File: src/rtl/video_blit_engine.sv
// ---------------------------------------------------------------------------
// video_blit_engine
//
// Rectangle fill/copy engine that sits on the video memory port. Software
// programs source, destination, size, stride and fill value through a small
// word-addressed register file, then sets CTRL.start. The engine walks the
// rectangle row-major and issues one word access per granted request on a
// request/grant master port that an external arbiter shares with the CPU.
//
// Ports:
//   rst        async active-high reset
//   clk_a      clock (same as the video memory port clock)
//   cfg_en     register access strobe
//   cfg_we     register write (full 32-bit)
//   cfg_addr   register word index (0..7)
//   cfg_wdata  register write data
//   cfg_rdata  registered read data, valid one cycle after cfg_en
//   vm_req     engine wants the memory port this cycle
//   vm_gnt     arbiter grant, combinational in the same cycle
//   vm_en      access strobe (vm_req & vm_gnt)
//   vm_we      4'hF on writes, 0 on reads
//   vm_addr    {1'b0, word address}
//   vm_write   write data
//   vm_read    read data, valid one cycle after a granted read
//   irq        level interrupt = done & irq_en
// ---------------------------------------------------------------------------
module video_blit_engine #(
    parameter int ADDR_WIDTH = 15,
    parameter int DIM_WIDTH  = 8
) (
    input  logic        rst,
    input  logic        clk_a,
    input  logic        cfg_en,
    input  logic        cfg_we,
    input  logic [2:0]  cfg_addr,
    input  logic [31:0] cfg_wdata,
    output logic [31:0] cfg_rdata,
    output logic        vm_req,
    input  logic        vm_gnt,
    output logic        vm_en,
    output logic [3:0]  vm_we,
    output logic [15:0] vm_addr,
    output logic [31:0] vm_write,
    input  logic [31:0] vm_read,
    output logic        irq
);

    typedef logic [ADDR_WIDTH-1:0] addr_t;
    typedef logic [DIM_WIDTH-1:0]  dim_t;

    typedef enum logic [2:0] {
        IDLE,
        FILL,
        RD,
        CAP,
        WR,
        DONE
    } state_t;

    localparam logic [2:0] REG_SRC    = 3'd0;
    localparam logic [2:0] REG_DST    = 3'd1;
    localparam logic [2:0] REG_SIZE   = 3'd2;
    localparam logic [2:0] REG_STRIDE = 3'd3;
    localparam logic [2:0] REG_FILL   = 3'd4;
    localparam logic [2:0] REG_CTRL   = 3'd5;
    localparam logic [2:0] REG_STATUS = 3'd6;

    // Software-visible programming registers
    addr_t       src_q, dst_q, stride_q;
    dim_t        width_q, height_q;
    logic [31:0] fill_q;
    logic        mode_q, irq_en_q, done_q, aborted_q;

    // Operation state: operands are latched at start so register writes
    // during an operation only affect the next one.
    state_t      state_q, state_d;
    addr_t       src_row_q, dst_row_q, op_stride_q;
    dim_t        op_width_q, op_height_q, col_q, row_q;
    logic [31:0] op_fill_q, hold_q;
    logic        abort_pend_q;

    logic        cfg_wr, ctrl_wr, status_wr;
    logic        start_cmd, abort_cmd, busy, abort_now;
    logic        zero_dims, last_col, last_row;
    logic        load, advance, capture, abort_exit;
    addr_t       rd_addr, wr_addr;
    logic [31:0] rdata_d;

    assign cfg_wr    = cfg_en & cfg_we;
    assign ctrl_wr   = cfg_wr && (cfg_addr == REG_CTRL);
    assign status_wr = cfg_wr && (cfg_addr == REG_STATUS);
    assign start_cmd = ctrl_wr & cfg_wdata[0];
    assign abort_cmd = ctrl_wr & cfg_wdata[2];

    assign busy = (state_q == FILL) || (state_q == RD) ||
                  (state_q == CAP)  || (state_q == WR);

    // An abort is remembered until the in-flight word has finished, so a
    // read already granted still gets its write before the engine stops.
    assign abort_now = busy & (abort_cmd | abort_pend_q);

    assign zero_dims = (width_q == '0) || (height_q == '0);
    assign last_col  = (col_q == op_width_q - dim_t'(1));
    assign last_row  = (row_q == op_height_q - dim_t'(1));

    // Row base plus column; the sum truncates, giving modulo-2^ADDR_WIDTH wrap.
    assign rd_addr = src_row_q + addr_t'(col_q);
    assign wr_addr = dst_row_q + addr_t'(col_q);

    // ------------------------------------------------------------------
    // FSM next-state and master-port outputs
    // ------------------------------------------------------------------
    always_comb begin
        // NOTE: every output of this block gets a default first, so no path
        // leaves a variable unassigned and no latch is inferred.
        state_d    = state_q;
        load       = 1'b0;
        advance    = 1'b0;
        capture    = 1'b0;
        abort_exit = 1'b0;
        vm_req     = 1'b0;
        vm_we      = 4'h0;
        vm_addr    = 16'h0;
        vm_write   = 32'h0;

        case (state_q)
            IDLE: begin
                if (start_cmd) begin
                    if (zero_dims) begin
                        state_d = DONE;
                    end else begin
                        load    = 1'b1;
                        state_d = cfg_wdata[1] ? RD : FILL;
                    end
                end
            end
            FILL: begin
                vm_req   = 1'b1;
                vm_we    = 4'hF;
                vm_addr  = 16'(wr_addr);
                vm_write = op_fill_q;
                if (vm_gnt) begin
                    advance = 1'b1;
                    if (abort_now) begin
                        state_d    = IDLE;
                        abort_exit = 1'b1;
                    end else if (last_col && last_row) begin
                        state_d = DONE;
                    end
                end else if (abort_now) begin
                    state_d    = IDLE;
                    abort_exit = 1'b1;
                end
            end
            RD: begin
                vm_req  = 1'b1;
                vm_addr = 16'(rd_addr);
                if (vm_gnt) begin
                    state_d = CAP;
                end else if (abort_now) begin
                    state_d    = IDLE;
                    abort_exit = 1'b1;
                end
            end
            CAP: begin
                capture = 1'b1;
                state_d = WR;
            end
            WR: begin
                // A captured word is always written, even with abort pending.
                vm_req   = 1'b1;
                vm_we    = 4'hF;
                vm_addr  = 16'(wr_addr);
                vm_write = hold_q;
                if (vm_gnt) begin
                    advance = 1'b1;
                    if (abort_now) begin
                        state_d    = IDLE;
                        abort_exit = 1'b1;
                    end else if (last_col && last_row) begin
                        state_d = DONE;
                    end else begin
                        state_d = RD;
                    end
                end
            end
            DONE:    state_d = IDLE;
            default: state_d = IDLE;
        endcase
    end

    assign vm_en = vm_req & vm_gnt;
    assign irq   = done_q & irq_en_q;

    // ------------------------------------------------------------------
    // State register and operation datapath
    // ------------------------------------------------------------------
    always_ff @(posedge clk_a or posedge rst) begin
        // NOTE: sequential state uses non-blocking assignments so every
        // flop samples pre-edge values regardless of statement order.
        if (rst) begin
            state_q      <= IDLE;
            src_row_q    <= '0;
            dst_row_q    <= '0;
            op_stride_q  <= '0;
            op_width_q   <= '0;
            op_height_q  <= '0;
            op_fill_q    <= '0;
            col_q        <= '0;
            row_q        <= '0;
            hold_q       <= '0;
            abort_pend_q <= 1'b0;
        end else begin
            state_q      <= state_d;
            abort_pend_q <= abort_now && (state_d != IDLE);
            if (load) begin
                src_row_q   <= src_q;
                dst_row_q   <= dst_q;
                op_stride_q <= stride_q;
                op_width_q  <= width_q;
                op_height_q <= height_q;
                op_fill_q   <= fill_q;
                col_q       <= '0;
                row_q       <= '0;
            end else if (advance) begin
                if (last_col) begin
                    col_q     <= '0;
                    row_q     <= row_q + dim_t'(1);
                    src_row_q <= src_row_q + op_stride_q;
                    dst_row_q <= dst_row_q + op_stride_q;
                end else begin
                    col_q <= col_q + dim_t'(1);
                end
            end
            if (capture) begin
                hold_q <= vm_read;
            end
        end
    end

    // ------------------------------------------------------------------
    // Register file writes and sticky status bits
    // ------------------------------------------------------------------
    always_ff @(posedge clk_a or posedge rst) begin
        if (rst) begin
            src_q     <= '0;
            dst_q     <= '0;
            stride_q  <= '0;
            width_q   <= '0;
            height_q  <= '0;
            fill_q    <= '0;
            mode_q    <= 1'b0;
            irq_en_q  <= 1'b0;
            done_q    <= 1'b0;
            aborted_q <= 1'b0;
        end else begin
            if (cfg_wr) begin
                case (cfg_addr)
                    REG_SRC:    src_q    <= cfg_wdata[ADDR_WIDTH-1:0];
                    REG_DST:    dst_q    <= cfg_wdata[ADDR_WIDTH-1:0];
                    REG_SIZE: begin
                        width_q  <= cfg_wdata[DIM_WIDTH-1:0];
                        height_q <= cfg_wdata[2*DIM_WIDTH-1:DIM_WIDTH];
                    end
                    REG_STRIDE: stride_q <= cfg_wdata[ADDR_WIDTH-1:0];
                    REG_FILL:   fill_q   <= cfg_wdata;
                    REG_CTRL: begin
                        mode_q   <= cfg_wdata[1];
                        irq_en_q <= cfg_wdata[3];
                    end
                    default: ;
                endcase
            end
            // Set beats a same-cycle write-1-to-clear.
            done_q    <= (state_q == DONE) | (done_q & ~(status_wr & cfg_wdata[1]));
            aborted_q <= abort_exit | (aborted_q & ~(status_wr & cfg_wdata[2]));
        end
    end

    // ------------------------------------------------------------------
    // Registered read port
    // ------------------------------------------------------------------
    always_comb begin
        rdata_d = 32'h0;
        case (cfg_addr)
            REG_SRC:    rdata_d = 32'(src_q);
            REG_DST:    rdata_d = 32'(dst_q);
            REG_SIZE:   rdata_d = 32'({height_q, width_q});
            REG_STRIDE: rdata_d = 32'(stride_q);
            REG_FILL:   rdata_d = fill_q;
            REG_CTRL:   rdata_d = {28'h0, irq_en_q, 1'b0, mode_q, 1'b0};
            REG_STATUS: rdata_d = {29'h0, aborted_q, done_q, busy};
            default:    rdata_d = 32'h0;
        endcase
    end

    always_ff @(posedge clk_a or posedge rst) begin
        if (rst) begin
            cfg_rdata <= 32'h0;
        end else if (cfg_en && !cfg_we) begin
            cfg_rdata <= rdata_d;
        end
    end

endmodule

File: config.mk
export PLATFORM = sky130hd
export DESIGN_NAME = video_blit_engine
export DESIGN_NICKNAME = d
export VERILOG_FILES = /design/src/rtl/video_blit_engine.sv
export SDC_FILE = /design/constraint.sdc
export NUM_CORES = 1
export LEC_CHECK = 0
export CORE_MARGIN = 8
export CORE_UTILIZATION = 62
export CTS_CLUSTER_DIAMETER = 100
export DETAILED_ROUTE_END_ITERATION = 8
export HOLD_SLACK_MARGIN = 0.06
export PLACE_DENSITY_LB_ADDON = 0.2
export SKIP_CTS_REPAIR_TIMING = 1
export SYNTH_ARGS = -nofsm -noshare
export SYNTH_HDL_FRONTEND = slang
export SYNTH_SLANG_ARGS = --single-unit
File: constraint.sdc
create_clock -name clk_a -period 20.9 [get_ports clk_a]
set_clock_uncertainty 0.2 [all_clocks]
set_input_delay 4.18 -clock clk_a [delete_from_list [all_inputs] [get_ports clk_a]]
set_output_delay 4.18 -clock clk_a [all_outputs]
set_load 0.01 [all_outputs]
==> summary.txt <==
Run status
  – Outcome: complete, no violations

Finish
  – Final Cell Area: 0.0172 mm2
  – Fraction of layout cells with a size suffix above 1: 0.143
  – FF+latch area: between 0.006 and 0.007 mm2
  – Syn-to-layout area delta: 18.1%
  – Nets: 1698
  – Utilization after layout: 0.737
  – Fin cells: between 1.5k and 2k
  – Fillers: 1653
  – Multi-input combinational cell area: 0.00726 mm2

Die
  – Core area: 0.0233 mm2
  – Die area: 0.0286 mm2
  – Die Y: 169 um
  – DIE WIDTH: 169 um
  – Ports: 159
  – Row cnt: between 50 and 60
  – Initial Utilization: 0.624

STA
  – Final hold viol count: 0
  – Hold Slack: 0.276 ns
  – Ratio of final minimum period to clock period: 0.482
  – Max-slew headroom: 0.333
  – Post-layout min period: roughly 10 ns
  – Final worst slack: 10.83 ns
  – Worst-margin pin slew: 1.00 ns
  – Unrepaired setup endpoints after global routing: false
  – Fmax: approximately 99 MHz
  – Max Transition Viols Final: 0
  – Count of final setup violators: 0
  – Total negative setup slack: 0 ns

Yosys
  – Top post-synthesis cells by count: nand2_1 (336), dfrtp_1 (274), mux2_2 (132)
  – Most area-hungry cell type in the Yosys netlist: dfrtp_1
  – Mapped Nets: ~1.6k
  – Prevailing post-synth register cell: dfrtp_1
  – Async S/R FF share, synth: 1.00
  – Post-Syn Area: about 0.015 mm2
  – Post-synth EDFFs: 0
  – Gate Count Post-Synth: 1465
  – Synth top area share: 0.472
  – Yosys reg bits: between 200 and 300
  – Sequential-to-total area share from yosys stat: 0.472
  – Yosys warns: 0
  – Synth cell types: between 70 and 80
  – Most common cell in the netlist: nand2_1
  – Synth area leaders: dfrtp_1 (47%), mux2_2 (10%), nand2_1 (8.7%)
  – Mean Syn Cell Area: roughly 10 um2

Critical path
  – Crit start category: input port
  – Terminus of the critical flop-to-flop path: dst_row_q[13]
  – Crit path max fanout: 9
  – FF-to-FF Start: height_q[0]
  – CP Capture Type: output pin
  – Critical Path AT: approximately 5.7 ns
  – Crit Path Class: in -> out
  – CP Data Required Time: roughly 17 ns
  – Worst R2R Path Depth: 8
  – Setup crit start: vm_gnt
  – Reg-to-reg setup timing slack: between 15 and 20 ns

Clock network
  – Clock Path Buffers: 3
  – CTS Buf Count: 28
  – Clock Pin Slew Worst Setup and Hold Paths: approximately 0.060 ns
  – Root buffer cell: clkbuf_16
  – CTS tree: yes
  – Clock latency on the worst-skew pair: around 0.53 ns
  – Num Clock Sinks: between 200 and 300
  – CTS H-tree lvls: 1

Drt
  – DRC: 0
  – Total Routed Length: between 30000 and 40000 um
  – Starting DRT DRC Count: between 900 and 1k
  – Wirelength per Cell: 20.3 um
  – Vias: 11.6k
  – Antenna-violating nets left: 0
  – Vias per inst: 6.02
  – 1st-pass router iterations: 5

Global route
  – Initial antenna violation count: 2
  – Vias in the first global route: between 10k and 15k
  – Total track usage: 0.270
  – First-pass GRT wire length: 62100 um
  – GR Overflow Total: 0
  – Largest net degree at the start of global routing: 137

Worst hold path
  – Min-delay worst type: reg -> reg
  – WHS Path Cells: 2
  – Start point of the worst hold path: op_fill_q[0]
  – Worst hold endpoint: op_fill_q[0]

Power
  – Power, Total: between 2 and 2.5 mW
  – Power Density: roughly 120 mW/mm2
  – LEAKAGE: roughly 7.8 nW
  – Max IR drop VDD: between 0.00007 and 0.00008 V

Placed design
  – Dpl cell area: approximately 0.016 mm2
  – Placement Setup Slack: 10.83 ns
  – Placed insts: roughly 1.9k
  – Port buffer count: between 150 and 200
  – Gpl congestion: approximately 0.9
  – Detailed Place HPWL: between 20000 and 30000 um

Run
  – Max-cap violations: 0
==> cells in the final DEF, fill, tap and decap left out, types with 22 or more instances in the layout <==
cell type	synthesis	routed
inv_1	24	23
o21ai_0	76	76
nand2_1	336	336
nor2_1	85	81
ha_1	40	40
dfrtp_1	274	274
mux2_2	132	132
a21oi_1	39	39
xnor2_1	32	32
clkdlybuf4s50_1	0	157
clkbuf_16	0	29
a22o_1	32	32
mux2i_1	22	22
==> flip-flops by register name, summed over array words and instances (netlist names), 3 cells and up <==
signal,flops
row_q,8
hold_q,32
width_q,8
op_height_q,8
col_q,8
src_q,15
src_row_q,15
op_fill_q,32
dst_row_q,15
op_stride_q,15
fill_q,32
cfg_rdata,32
stride_q,15
height_q,8
dst_q,15
state_q,3
op_width_q,8
==> cells by family after synthesis <==
kind of cell | after synthesis | synth area share
and+or+nand+nor | 566 | 0.172
other | 1 | 0.000258
AOI/OAI and AO/OA | 254 | 0.117
adders and majority gates | 43 | 0.0386
DFF | 274 | 0.472
xor gates and xnor gates | 53 | 0.0320
buffers and inverters | 107 | 0.0299
muxes | 167 | 0.138
==> routing by layer <==
layer / global-route usage / vias to the layer above / part of all wire
met5: 0 / - / 0
met4: 0.113 / 0 / 0.041
met3: 0.0426 / 100 / 0.055
met2: 0.452 / 345 / 0.50
met1: 0.347 / 5780 / 0.41
li1: - / 5366 / -
==> worst max path at each step <==
| stage | cells after the start | end | slack (ns) |
|---|---|---|---|
| 3_5_place_dp | 4 | vm_en | 10.83 |
| 3_3_place_gp | 4 | vm_en | 10.84 |
| 4_1_cts | 4 | vm_en | 10.82 |
| 6_report | 4 | vm_en | 10.83 |
| 5_1_grt | 4 | vm_en | 10.74 |
| 2_1_floorplan | 1 | abort_pend_q | 8.97 |
==> critical path: stages <==
cell,delay [ns]
clkdlybuf4s50_1,0.65
inv_1,0.17
nor2_1,0.13
clkdlybuf4s50_1,0.55
==> report_power, final <==
group | leakage, nW | internal [mW] | switching, mW
Combinational | 3.90 | 0.376 | 0.375
Clock | 0.417 | 0.274 | 0.203
Sequential | 3.48 | 0.670 | 0.130
==> final cells by class <==
| type | count | share of cell area |
|---|---|---|
| multi-input combinational | 1084 | 0.423 |
| sequential | 274 | 0.400 |
| timing repair buffer | 170 | 0.0973 |
| clock buffer | 44 | 0.0468 |
| tap | 319 | 0.0233 |
| inverter | 25 | 0.00591 |
| clock inverter | 6 | 0.00336 |
| antenna | 2 | 0.000292 |
(Power assumes the default switching activity.)
